--- src/rtl/esn_pkg.sv ---
// -----------------------------------------------------------------------------
// esn_pkg -- shared definitions for the echo-state-network sample scheduler.
//   N_NEUR_DEF  : default number of reservoir neurons / readout weights
//   DW_DEF      : default data and weight width in bits
//   WASHOUT_DEF : default number of leading samples whose estimates are
//                 suppressed when ESN_WASHOUT_EN is defined
//   esn_state_e : scheduler FSM state encoding
// -----------------------------------------------------------------------------
package esn_pkg;

  localparam int unsigned N_NEUR_DEF  = 8;
  localparam int unsigned DW_DEF      = 32;
  localparam int unsigned WASHOUT_DEF = 16;

  typedef enum logic [1:0] {
    IDLE = 2'd0,  // waiting for an input sample
    RES  = 2'd1,  // sequencing reservoir neuron updates
    RO   = 2'd2,  // sequencing the readout accumulator
    OUT  = 2'd3   // presenting the estimate
  } esn_state_e;

endpackage : esn_pkg

--- src/rtl/esn_wout_bank.sv ---
// -----------------------------------------------------------------------------
// esn_wout_bank -- readout weight register bank.
//   clk       : clock, rising edge
//   rst       : synchronous active-high reset, clears every weight
//   wr_en_i   : write strobe (already qualified by the caller's handshake)
//   wr_idx_i  : weight slot to write
//   wr_data_i : new weight value
//   w_out_o   : all weights, slot i at bits [i*DW +: DW]
// -----------------------------------------------------------------------------
module esn_wout_bank
  import esn_pkg::*;
#(
  parameter int unsigned N_NEUR = N_NEUR_DEF,
  parameter int unsigned DW     = DW_DEF
) (
  input  logic                        clk,
  input  logic                        rst,
  input  logic                        wr_en_i,
  input  logic [$clog2(N_NEUR)-1:0]   wr_idx_i,
  input  logic [DW-1:0]               wr_data_i,
  output logic [N_NEUR*DW-1:0]        w_out_o
);

  logic [DW-1:0] w_q [N_NEUR];

  // NOTE: the bank is a handful of registers that must read as zero after
  // reset, so every entry is cleared; a real RAM would not be reset.
  always_ff @(posedge clk) begin
    if (rst) begin
      for (int i = 0; i < int'(N_NEUR); i++) begin
        w_q[i] <= '0;
      end
    end else if (wr_en_i) begin
      w_q[wr_idx_i] <= wr_data_i;
    end
  end

  for (genvar g = 0; g < int'(N_NEUR); g++) begin : g_flat
    assign w_out_o[g*DW +: DW] = w_q[g];
  end

endmodule : esn_wout_bank

--- src/rtl/esn_sched.sv ---
// -----------------------------------------------------------------------------
// esn_sched -- per-sample scheduler for an echo-state-network estimator.
// Accepts one input sample, steps the reservoir through N_NEUR neuron updates,
// then drives the readout accumulator over all weights and presents the
// accumulated value as the estimate.
//
// Optional feature macro: ESN_WASHOUT_EN -- when defined, the first WASHOUT
// completed samples after reset produce no estimate.
//
// Ports
//   clk, rst                        : clock; synchronous active-high reset
//   in_valid / in_ready / in_data   : input sample handshake
//   res_go / res_idx / res_done     : reservoir update command and completion
//   ro_clr / ro_ce / ro_idx         : readout accumulator control
//   acc_in                          : readout accumulator result
//   est_valid / est_ready / est     : estimate handshake
//   w_wr_valid / w_wr_ready /
//   w_wr_idx / w_wr_data            : readout weight write port
//   W_out                           : weight bank, slot i at [i*DW +: DW]
//   busy                            : high whenever not IDLE
// -----------------------------------------------------------------------------
module esn_sched
  import esn_pkg::*;
#(
  parameter int unsigned N_NEUR  = N_NEUR_DEF,
  parameter int unsigned DW      = DW_DEF,
  parameter int unsigned WASHOUT = WASHOUT_DEF
) (
  input  logic                        clk,
  input  logic                        rst,
  input  logic                        in_valid,
  output logic                        in_ready,
  input  logic [DW-1:0]               in_data,
  output logic                        res_go,
  output logic [$clog2(N_NEUR)-1:0]   res_idx,
  input  logic                        res_done,
  output logic                        ro_clr,
  output logic                        ro_ce,
  output logic [$clog2(N_NEUR)-1:0]   ro_idx,
  input  logic [DW-1:0]               acc_in,
  output logic                        est_valid,
  input  logic                        est_ready,
  output logic [DW-1:0]               est,
  input  logic                        w_wr_valid,
  output logic                        w_wr_ready,
  input  logic [$clog2(N_NEUR)-1:0]   w_wr_idx,
  input  logic [DW-1:0]               w_wr_data,
  output logic [N_NEUR*DW-1:0]        W_out,
  output logic                        busy
);

  localparam int unsigned IW = $clog2(N_NEUR);
  // Readout phase counter: 0 = clear, 1..N_NEUR = enable cycles, N_NEUR+1 = capture.
  localparam int unsigned CW = $clog2(N_NEUR + 2);
  localparam logic [IW-1:0] K_LAST  = IW'(N_NEUR - 1);
  localparam logic [CW-1:0] CE_LAST = CW'(N_NEUR);

  esn_state_e     state_q, state_d;
  logic [IW-1:0]  k_q, k_d;            // neuron currently being updated
  logic           pend_q, pend_d;      // a res_go is outstanding
  logic [CW-1:0]  ro_cnt_q, ro_cnt_d;
  logic [DW-1:0]  sample_q, sample_d;
  logic [DW-1:0]  est_q, est_d;
  logic           est_valid_q, est_valid_d;

`ifdef ESN_WASHOUT_EN
  localparam int unsigned   WCW      = $clog2(WASHOUT + 1);
  localparam logic [WCW-1:0] WASH_MAX = WCW'(WASHOUT);
  logic [WCW-1:0] wash_q, wash_d;      // completed samples, saturating
`else
  logic [31:0] unused_washout;
  assign unused_washout = 32'(WASHOUT);
`endif

  // The latched sample feeds the reservoir datapath, which lives outside this
  // block and has no port here; fold it into a sink so it stays visible.
  logic unused_sample;
  assign unused_sample = ^sample_q;

  // NOTE: sequential state uses non-blocking assignments so every flop
  // samples its peers' pre-edge values regardless of evaluation order.
  always_ff @(posedge clk) begin
    if (rst) begin
      state_q     <= IDLE;
      k_q         <= '0;
      pend_q      <= 1'b0;
      ro_cnt_q    <= '0;
      sample_q    <= '0;
      est_q       <= '0;
      est_valid_q <= 1'b0;
`ifdef ESN_WASHOUT_EN
      wash_q      <= '0;
`endif
    end else begin
      state_q     <= state_d;
      k_q         <= k_d;
      pend_q      <= pend_d;
      ro_cnt_q    <= ro_cnt_d;
      sample_q    <= sample_d;
      est_q       <= est_d;
      est_valid_q <= est_valid_d;
`ifdef ESN_WASHOUT_EN
      wash_q      <= wash_d;
`endif
    end
  end

  // NOTE: every next-state value and output is defaulted first, so no path
  // through the case statement can leave one unassigned and infer a latch.
  always_comb begin
    state_d     = state_q;
    k_d         = k_q;
    pend_d      = pend_q;
    ro_cnt_d    = ro_cnt_q;
    sample_d    = sample_q;
    est_d       = est_q;
    est_valid_d = est_valid_q;
`ifdef ESN_WASHOUT_EN
    wash_d      = wash_q;
`endif
    in_ready    = 1'b0;
    res_go      = 1'b0;
    ro_clr      = 1'b0;
    ro_ce       = 1'b0;
    ro_idx      = '0;

    case (state_q)
      IDLE: begin
        in_ready = 1'b1;
        if (in_valid) begin
          sample_d = in_data;
          k_d      = '0;
          pend_d   = 1'b0;
          state_d  = RES;
        end
      end

      RES: begin
        // res_done only counts once the command has been seen, so a done
        // coincident with res_go (pend_q still low) is ignored.
        if (!pend_q) begin
          res_go = 1'b1;
          pend_d = 1'b1;
        end else if (res_done) begin
          pend_d = 1'b0;
          if (k_q == K_LAST) begin
            k_d      = '0;
            ro_cnt_d = '0;
            state_d  = RO;
          end else begin
            k_d = k_q + IW'(1);
          end
        end
      end

      RO: begin
        ro_cnt_d = ro_cnt_q + CW'(1);
        if (ro_cnt_q == '0) begin
          ro_clr = 1'b1;
        end else if (ro_cnt_q <= CE_LAST) begin
          ro_ce  = 1'b1;
          ro_idx = IW'(ro_cnt_q - CW'(1));
        end else begin
          // acc_in now reflects the last enable cycle.
          ro_cnt_d = '0;
`ifdef ESN_WASHOUT_EN
          if (wash_q != WASH_MAX) begin
            wash_d  = wash_q + WCW'(1);
            state_d = IDLE;
          end else begin
            est_d       = acc_in;
            est_valid_d = 1'b1;
            state_d     = OUT;
          end
`else
          est_d       = acc_in;
          est_valid_d = 1'b1;
          state_d     = OUT;
`endif
        end
      end

      OUT: begin
        if (est_ready) begin
          est_valid_d = 1'b0;
          state_d     = IDLE;
        end
      end

      default: state_d = IDLE;
    endcase
  end

  assign res_idx    = k_q;
  assign est        = est_q;
  assign est_valid  = est_valid_q;
  assign busy       = (state_q != IDLE);
  // Weight writes stall while the readout walks the bank.
  assign w_wr_ready = (state_q != RO);

  esn_wout_bank #(
    .N_NEUR (N_NEUR),
    .DW     (DW)
  ) u_wout_bank (
    .clk       (clk),
    .rst       (rst),
    .wr_en_i   (w_wr_valid && w_wr_ready),
    .wr_idx_i  (w_wr_idx),
    .wr_data_i (w_wr_data),
    .w_out_o   (W_out)
  );

endmodule : esn_sched
--- config.mk ---
export PLATFORM = sky130hd
export DESIGN_NAME = esn_sched
export DESIGN_NICKNAME = d
export VERILOG_FILES = /design/src/rtl/esn_pkg.sv /design/src/rtl/esn_wout_bank.sv /design/src/rtl/esn_sched.sv
export SDC_FILE = /design/constraint.sdc
export NUM_CORES = 1
export LEC_CHECK = 0
export CAP_MARGIN = 5
export CORE_ASPECT_RATIO = 1.75
export CORE_MARGIN = 2
export CORE_UTILIZATION = 47
export CTS_BUF_LIST = sky130_fd_sc_hd__clkbuf_4 sky130_fd_sc_hd__clkbuf_8
export CTS_CLUSTER_DIAMETER = 30
export DETAILED_ROUTE_END_ITERATION = 8
export PLACE_DENSITY = 0.83
export SYNTH_ARGS = -nofsm -noshare
export SYNTH_HDL_FRONTEND = slang
export SYNTH_HIERARCHICAL = 1
export SYNTH_SLANG_ARGS = --single-unit
--- constraint.sdc ---
create_clock -name clk -period 3.8 [get_ports clk]
set_input_delay 0.76 -clock clk [delete_from_list [all_inputs] [get_ports clk]]
set_output_delay 0.76 -clock clk [all_outputs]
set_load 0.1 [all_outputs]
==> reports/qor.txt, run 1 <==
Run status: completed
Pre-antenna DRT Iters: 5
Die outline area: 25870 sq um
Number of cells in the finished layout apart from fillers: 1549
Setup repair after global routing missed its margin: false
Minimum period implied by the final worst setup slack: 3105 ps
Sequential share of the synthesized area: 74.09%
Fin Clk Skew: 27.98 ps
WL final: 32.65 mm
Final number of setup-violating endpoints: 0
Residual antenna-violating net count after detailed routing: 0
Startpoint-to-endpoint class of the critical path: register to output port
Cell area after placement: 15570 sq um
Number of nets produced by synthesis: 956
Count of unique library cells instantiated by Yosys: 40
Clock-pin slew of the registers on the worst-case setup and hold paths: 60 ps
Detailed placer's ending HPWL: 23.20 mm
Number of placed I/O pins: 406
Clock net sink count: 299
Share of flip-flops with an asynchronous set or reset: 0%
Mapped Area: 11540 sq um
Bufs and invs on worst path: 2
Final instance area: 16330 sq um
Via count of the first global-routing pass: 8259
Leftover overflow at the end of global routing: 0
Resized Gates After CTS: 0
HP Start: est[31]
Post-Route Setup TNS: 0 ps
Die Height: 211.3 um
Clock insertion delay at the later pin of the skew report: 550 ps
Reported max-cap violation count: 0
Commonest non-fill, non-tap cell in the layout: sky130_fd_sc_hd__clkdlybuf4s50_1
Global router's overall resource usage: 24.91%
Smallest hold slack: 450.9 ps
Launch point of the critical path: state_q[1]
# nets final: 1326
Post-route DRC: 0
Weighted congestion at the end of routability-driven global placement: 0.8807
Port buffer count: 373
Effective utilization at floorplan: 48.03%
Avg Synthesized Cell Area: 13.69 sq um
Root buffer cell: sky130_fd_sc_hd__clkbuf_8
Wire length of the first global-routing pass: 48.38 mm
Post-layout util: 67.96%
Register-to-register setup slack: 1280 ps
Static power due to leakage: 6.294 nW
Slew headroom: 24.52%
Share of the clock period used by the worst path after layout: 81.71%
Max frequency: 322.1 MHz
Placed insts: 1478
Final hold vios: 0
Synthesized flop and latch total: 299
Iteration-0 DRC Markers: 779
CTS tree: done
Number of antenna violations at the first check in global routing: 1
Most frequent cells in the layout: sky130_fd_sc_hd__clkdlybuf4s50_1 (364), sky130_fd_sc_hd__edfxtp_1 (256), sky130_fd_sc_hd__nor2_1 (136), sky130_fd_sc_hd__and3_1 (129), sky130_fd_sc_hd__nand2_1 (73)
Largest voltage drop on the vdd net: 0.7052 mV
Total clock buffers created by CTS: 41
Origin of the critical flop-to-flop path: state_q[0]
Required time at the worst-slack endpoint: 3040 ps
CORE AREA: 24020 sq um
DIE WIDTH: 122.4 um
Startpoint Class: register
Post-synth top flop: sky130_fd_sc_hd__edfxtp_1
Slew Viols, Final: 0
Pwr dens: 527.0 nW/um^2
Number of vias per cell: 5.399
Stage delay of the slowest cell on the critical path: 1160 ps
Syn Inst Count: 843
Avg WL per Cell: 21.08 um
Layout cells sized above 1: 9.435%
Hold buffer count at CTS: 0
H-tree levels: 2
Vias after detailed routing: 8363
Buffer count from post-CTS setup fixing: 0
Number of synthesized flops with an enable pin: 256
CTS Buffer Depth: 3
Worst-path fanout max: 4
Chain of cells forming the critical path: inv_1 -> ha_1 -> clkdlybuf4s50_1
Critical Path AT: 2340 ps
Maximum number of pins on one net before global-route repair: 93
Number of rows in the core area: 75
Final setup margin: 695.0 ps
Slew at the pin with the worst max-slew slack: 1132 ps
Top Family by Delay on Critical Path: buffers and inverters
Area Growth Syn to Fin: 41.51%
Pre-CTS setup slack: 784.2 ps
Yosys Warn Count: 6
Tot Pwr: 8.605 mW
Worst path slowest cell: sky130_fd_sc_hd__clkdlybuf4s50_1
Class of the most critical hold timing path: register to register
Nature of the critical path endpoint: output port
-- registers in the layout, summed over array words and instances (netlist names) --
| register | count |
|---|---|
| state_q | 2 |
| ro_cnt_q | 4 |
| u_wout_bank/w_q | 256 |
| est | 32 |
| est_valid | 1 |
| res_idx | 3 |
| pend_q | 1 |
-- worst paths after layout --
| path | to | cells past startpoint |
|---|---|---|
| worst min-delay path | est[31] | 2 |
| worst max register to register | u_wout_bank/w_q[1][8] | 6 |
| worst min register to register | est[31] | 2 |
| worst max-delay path | in_ready | 3 |
-- metal layers --
layer / vias to the layer above / wire [um] / track usage (%)
met5: - / 0 / 0
met3: 88 / 2797 / 6.048
met2: 492 / 17500 / 44.46
li1: 3773 / - / -
met4: 0 / 1434 / 11.22
met1: 4010 / 10920 / 27.60
-- cells by family after synthesis --
kind of cell             after synthesis  synth area share (%)
XOR/XNOR                               2                0.1519
flip-flops                           299                 74.09
multiplexers                           6                0.5314
adder cells (fa/ha/maj)                8                0.8676
buffers and inverters                 77                 3.221
AND/OR/NAND/NOR                      397                 17.80
AO/OA/AOI/OAI                         54                 3.340
-- synthesized netlist by cell type (2+ instances only) --
master                     count  area (sq um)
sky130_fd_sc_hd__a22oi_1       2         15.01
sky130_fd_sc_hd__nand4b_1     34         297.8
sky130_fd_sc_hd__buf_2        22         110.1
sky130_fd_sc_hd__nor3_1        2         10.01
sky130_fd_sc_hd__inv_1         9         33.78
sky130_fd_sc_hd__mux2i_1       5         50.05
sky130_fd_sc_hd__ha_1          8         100.1
sky130_fd_sc_hd__edfxtp_1    256          7687
sky130_fd_sc_hd__nand3_1       3         15.01
sky130_fd_sc_hd__a21oi_1      24         120.1
sky130_fd_sc_hd__a21o_1        4         30.03
sky130_fd_sc_hd__and2b_1       2         15.01
sky130_fd_sc_hd__clkbuf_1     28         105.1
sky130_fd_sc_hd__nand2b_1      5         31.28
sky130_fd_sc_hd__and2_1        2         12.51
sky130_fd_sc_hd__a21oi_2      14         122.6
sky130_fd_sc_hd__dfxtp_1      43         860.8
sky130_fd_sc_hd__clkbuf_2     11         55.05
sky130_fd_sc_hd__nor2_1      137         514.2
sky130_fd_sc_hd__and3b_1       2         17.52
sky130_fd_sc_hd__nor2b_1       3         18.77
sky130_fd_sc_hd__nand2_1      73         274.0
sky130_fd_sc_hd__buf_4         3         22.52
sky130_fd_sc_hd__buf_6         4         45.04
sky130_fd_sc_hd__and3_1      129         807.0
sky130_fd_sc_hd__o21bai_1      4         30.03
-- cell type report --
type / count / area [sq um]
inverters: 9 / 33.78
clock inverters: 17 / 96.34
diodes: 1 / 2.502
flip-flops and latches: 299 / 8548
clock buffers: 53 / 660.6
multi-input cells: 467 / 2689
repair buffers: 395 / 3911
fillers: 1705 / 7696
well taps: 308 / 385.4
-- where the power goes --
group	internal, mW	leakage (nW)	switching (mW)
registers	3.75	3.01	0.0729
logic	0.521	2.88	1.92
clock network	1.20	0.404	1.14
total	5.47	6.29	3.13
-- worst min-delay path: stages, from the launching register on --
cell                      delay, ps
sky130_fd_sc_hd__dfxtp_1        310
sky130_fd_sc_hd__nand2_1         50
sky130_fd_sc_hd__a21oi_1         50
(Power assumes the default switching activity.)
==> inputs of run 2 (changes only) <==
Clock period 3.8 ns to 3.02 ns, I/O delays scaled along.
==> run 2 against run 1 <==
Global-route usage up 0.45 points. Non-clock buffer count up 4. Register-to-register slack worse by 520 ps. Clock power up 55%. Cell count up 1.0%. Critical endpoint is now ro_idx[0].
==> reports/qor.txt, run 2 (synthesis results as in run 1) <==
Run status: completed
Die outline area: 25870 sq um
CTS Buffer Depth: 3
Critical register-to-register path endpoint: u_wout_bank/w_q[4][11]
Slew at the pin with the worst max-slew slack: 570.7 ps
Required time at the worst-slack endpoint: 2420 ps
Layout cells sized above 1: 34.61%
Post-route DRC: 0
Max FFs per register: 256
Via count of the first global-routing pass: 8515
Residual antenna-violating net count after detailed routing: 0
Minimum period implied by the final worst setup slack: 2790 ps
Register-to-register setup slack: 760 ps
Area Growth Syn to Fin: 38.33%
Setup repair after global routing missed its margin: false
Stage delay of the slowest cell on the critical path: 430 ps
Biggest register: u_wout_bank/w_q
Filler Cell Count: 1786
CP Capture Point: ro_idx[0]
Maximum number of pins on one net before global-route repair: 129
Total clock buffers created by CTS: 45
Depth of the worst register-to-register path: 7
Final setup margin: 230.2 ps
Wire length of the first global-routing pass: 49.14 mm
Final instance area: 15960 sq um
Detailed placer's ending HPWL: 22.85 mm
Slew Viols, Final: 0
CTS tree: done
Slew headroom: 61.95%
H-tree levels: 2
Static power due to leakage: 6.867 nW
Startpoint-to-endpoint class of the critical path: register to output port
Reported max-cap violation count: 0
Number of vias per cell: 5.365
Origin of the critical flop-to-flop path: state_q[0]
Fin Clk Skew: 13.52 ps
Clock net sink count: 299
CORE AREA: 24020 sq um
Cell area after placement: 14960 sq um
Number of cells in the finished layout apart from fillers: 1565
Footprint of the multi-input gates: 2698 sq um
Effective utilization at floorplan: 48.03%
Critical Path AT: 2190 ps
Root buffer cell: sky130_fd_sc_hd__clkbuf_8
Placed insts: 1482
Pre-CTS setup slack: 478.7 ps
Worst-path fanout max: 7
Chain of cells forming the critical path: inv_1 -> ha_1 -> nand2b_2 -> xor2_1 -> nand2_1 -> nor2_1 -> buf_12
# nets final: 1334
Class of the most critical hold timing path: register to register
Global router's overall resource usage: 25.36%
Startpoint Class: register
Tot Pwr: 11.48 mW
Commonest non-fill, non-tap cell in the layout: sky130_fd_sc_hd__buf_4
Iteration-0 DRC Markers: 728
DIE WIDTH: 122.4 um
Port buffer count: 373
Max frequency: 358.4 MHz
Clock-pin slew of the registers on the worst-case setup and hold paths: 70 ps
WL final: 33.10 mm
Leftover overflow at the end of global routing: 0
Die Height: 211.3 um
Pre-antenna DRT Iters: 6
Smallest hold slack: 457.4 ps
Worst path slowest cell: sky130_fd_sc_hd__dfxtp_1
Weighted congestion at the end of routability-driven global placement: 0.8697
Launch point of the critical path: ro_cnt_q[0]
Number of placed I/O pins: 406
Final number of setup-violating endpoints: 0
Inserted Diodes: 0
Largest voltage drop on the vdd net: 0.8361 mV
Avg WL per Cell: 21.15 um
Final hold vios: 0
Pwr dens: 719.5 nW/um^2
Number of antenna violations at the first check in global routing: 0
Vias after detailed routing: 8397
Most frequent cells in the layout: sky130_fd_sc_hd__buf_4 (318), sky130_fd_sc_hd__edfxtp_1 (256), sky130_fd_sc_hd__nor2_1 (136), sky130_fd_sc_hd__and3_1 (129), sky130_fd_sc_hd__nand2_1 (72)
Number of rows in the core area: 75
Nature of the critical path endpoint: output port
Flip-flop and latch area: 8548 sq um
Clock insertion delay at the later pin of the skew report: 570 ps
Share of the clock period used by the worst path after layout: 92.38%
[run 2: cell types whose count changed in the layout (fill, tap and decap cells not counted), moves of 2 or more]
| cell | delta |
|---|---|
| sky130_fd_sc_hd__buf_12 | +7 |
| sky130_fd_sc_hd__buf_4 | +291 |
| sky130_fd_sc_hd__bufinv_16 | +4 |
| sky130_fd_sc_hd__clkbuf_4 | -3 |
| sky130_fd_sc_hd__clkbuf_8 | +7 |
| sky130_fd_sc_hd__clkdlybuf4s50_1 | -294 |
| sky130_fd_sc_hd__clkinv_1 | -4 |
| sky130_fd_sc_hd__clkinv_2 | +3 |
| sky130_fd_sc_hd__clkinv_4 | +2 |
| sky130_fd_sc_hd__clkinvlp_4 | +2 |
| sky130_fd_sc_hd__inv_6 | +2 |
[run 2: worst min path at each step]
stage                     from  depth (start not counted)    endpoint  slack, ps
floorplan           state_q[1]                          2  state_q[1]        470
global placement        est[9]                          2      est[9]        440
detailed placement     est[18]                          2     est[18]        450
CTS                     est[1]                          2      est[1]        460
global route           est[10]                          2     est[10]        480
finish                 est[10]                          2     est[10]        460
[run 2: timing repair]
action	4_1_cts	5_1_grt
setup buffers	0	0
hold buffers	0	0
setup endpoints to repair	0	2
resized for setup	0	1
[run 2: metrics by stage]
step / utilization [%] / TNS [ps]
2_1_floorplan: - / -19620
3_3_place_gp: 62.26 / 0
3_5_place_dp: 62.26 / 0
4_1_cts: 66.42 / 0
5_1_grt: 66.43 / 0
6_report: 66.43 / 0
[run 2: cell type report]
| type | count | share of cell area, % |
|---|---|---|
| well taps | 308 | 2.415 |
| inverters | 9 | 0.2117 |
| repair buffers | 399 | 20.63 |
| multi-input cells | 467 | 16.90 |
| clock buffers | 57 | 4.602 |
| flip-flops and latches | 299 | 53.56 |
| clock inverters | 26 | 1.670 |
[run 2: report_power, final]
group	internal (mW)	total [mW]	switching, mW
clock network	2.05	3.62	1.57
logic	0.604	3.05	2.44
registers	4.72	4.81	0.0939
[run 2: critical path, delay by kind of cell (launching register included)]
kind	cells	cell delay, ps
flip-flops	1	430
adder cells (fa/ha/maj)	1	250
AND/OR/NAND/NOR	3	520
buffers and inverters	2	280
XOR/XNOR	1	160
[run 2: per-layer routing]
layer  share of wire, %  global-route usage, %  up-vias
met3                7.8                  5.859      107
met2                 51                  42.95      456
met1                 35                  28.89     4031
met4                5.6                  14.94        0
li1                   -                      -     3803
met5                  0                      0        -
==> inputs of run 3 (changes only) <==
Settings changed: CAP_MARGIN 5 to 20.
==> results of run 3 <==
The final DEF is identical to that of run 2; final timing and power are the same.
==> edit (settings of run 1) <==
The option `ESN_WASHOUT_EN` is turned on by a define.
--- a/src/rtl/esn_sched.sv
+++ b/src/rtl/esn_sched.sv
@@ -20,4 +20,6 @@
 //   busy                            : high whenever not IDLE
 // -----------------------------------------------------------------------------
+`define ESN_WASHOUT_EN
+
 module esn_sched
   import esn_pkg::*;
Formal check against the unedited RTL: same outputs for any inputs over 4 cycles, from zero or initial values and one cycle with rst high; that may be too few to reach the edited logic, so the function may still have changed.
==> edit against run 1 <==
Synthesized cell count rose by 3.0%; wire length rose by 2.6%; total power fell by 11%; highest routed layer unchanged; sequential cell count rose by 5; sequential power fell by 2%; first-iteration DRC count fell by 5.6%; design area rose by 2.6%; worst setup slack got worse by 0.058 ns; synthesized area rose by 3.2%; worst hold slack improved by 0.0066 ns; clock skew fell by 0.0080 ns.
==> edit: results (changes against run 1) <==
| Quantity | Value | Change |
| --- | --- | --- |
| Outcome | finished, final reports clean | unchanged |
| Number of nets produced by synthesis | 979 | was 956 |
| Remaining max-slew budget at the tightest pin | 28.3% | was 24.5% |
| GRT Total Usage | 24.7% | was 24.9% |
| Global-route wire length before repair | 50800 um | was 48400 um |
| Slack of the worst reg-to-reg path | 0.98 ns | was 1.28 ns |
| Wire length on met1 | 11700 um | was 10900 um |
| Cell family contributing the most delay on the critical path | simple AND/OR/NAND/NOR gates | was buffers and inverters |
| Dpl cell area | 0.0159 sq mm | was 0.0156 sq mm |
| Clock skew after layout | 0.0200 ns | was 0.0280 ns |
| Maximum net fanout on the critical path | 8 | was 4 |
| Number of different library cells in the post-synthesis netlist | 54 | was 40 |
| DP HPWL | 23300 um | was 23200 um |
| Clock latency on the worst-skew pair | 0.57 ns | was 0.55 ns |
| Final layout net count | 1349 | was 1326 |
| Sequential element share of the synthesized area | 72.6% | was 74.1% |
| Hold_sp | est[29]$_SDFFE_PP0P_ | was est[31]$_SDFFE_PP0P_ |
| Peak per-stage delay on the critical path | 0.52 ns | was 1.16 ns |
| Met2 wire length | 18000 um | was 17500 um |
| Cell types with the largest area share after synthesis | sky130_fd_sc_hd__edfxtp_1 (65%), sky130_fd_sc_hd__dfxtp_1 (8.1%), sky130_fd_sc_hd__and3_1 (6.7%) | was sky130_fd_sc_hd__edfxtp_1 (67%), sky130_fd_sc_hd__dfxtp_1 (7.5%), sky130_fd_sc_hd__and3_1 (7.0%) |
| Fraction of layout instances using a drive strength above 1 | 9.58% | was 9.44% |
| Detailed Route WL | 33500 um | was 32600 um |
| GR Util met3 | 6.21% | was 6.05% |
| Met1 Resource Use GR | 26.9% | was 27.6% |
| Data arrival time of the worst path | 2.40 ns | was 2.34 ns |
| Cell with the largest stage delay on the worst path | sky130_fd_sc_hd__nor2b_1 | was sky130_fd_sc_hd__clkdlybuf4s50_1 |
| Most frequent cells after synthesis | sky130_fd_sc_hd__edfxtp_1 (256), sky130_fd_sc_hd__nor2_1 (135), sky130_fd_sc_hd__and3_1 (128) | was sky130_fd_sc_hd__edfxtp_1 (256), sky130_fd_sc_hd__nor2_1 (137), sky130_fd_sc_hd__and3_1 (129) |
| Count of routing violations after the opening detailed-route iteration | 735 | was 779 |
| DR vias | 8597 | was 8363 |
| Fillcell total | 1767 | was 1705 |
| Hold WS | 0.458 ns | was 0.451 ns |
| GP Congestion | 0.891 | was 0.881 |
| Count of mapped cells out of synthesis | 868 | was 843 |
| Leakage power | 6.54 nW | was 6.29 nW |
| Worst setup endpoint | ro_idx[1] | was in_ready |
| Maximum ir drop on the vdd rail | 350 uV | was 705 uV |
| Worst-case hold path end point | est[29]$_SDFFE_PP0P_ | was est[31]$_SDFFE_PP0P_ |
| Largest net degree at the start of global routing | 129 | was 93 |
| Placement-stage worst setup slack | 0.765 ns | was 0.784 ns |
| Wire length on met3 | 2380 um | was 2800 um |
edit: cells by family (layout without fill, tap and decap cells):
kind of cell / count (synthesis) / count (layout) / share of synthesized area (%)
simple gates: 409 / 409 / 18.1
mux: 40 / 40 / 3.39
buf+inv: 80 / 485 / 3.44
fa+ha+maj: 6 / 6 / 0.631
compound gates: 28 / 28 / 1.70
flops: 304 / 304 / 72.6
xor+xnor: 1 / 1 / 0.0736
other cells: 0 / 1 / 0
edit: power breakdown:
| group | internal [mW] | switching, mW |
|---|---|---|
| registers | 3.71 | 0.0338 |
| clock network | 1.36 | 1.23 |
| logic | 0.283 | 1.04 |
edit: area by class of cell:
class	instances	area share [%]
Timing Repair Buffer	395	23.2
Clock inverter	25	1.02
Antenna cell	1	0.0149
Tap cell	316	2.36
Multi-Input combinational cell	484	17.4
Inverter	9	0.202
Sequential cell	304	51.6
Clock buffer	56	4.19
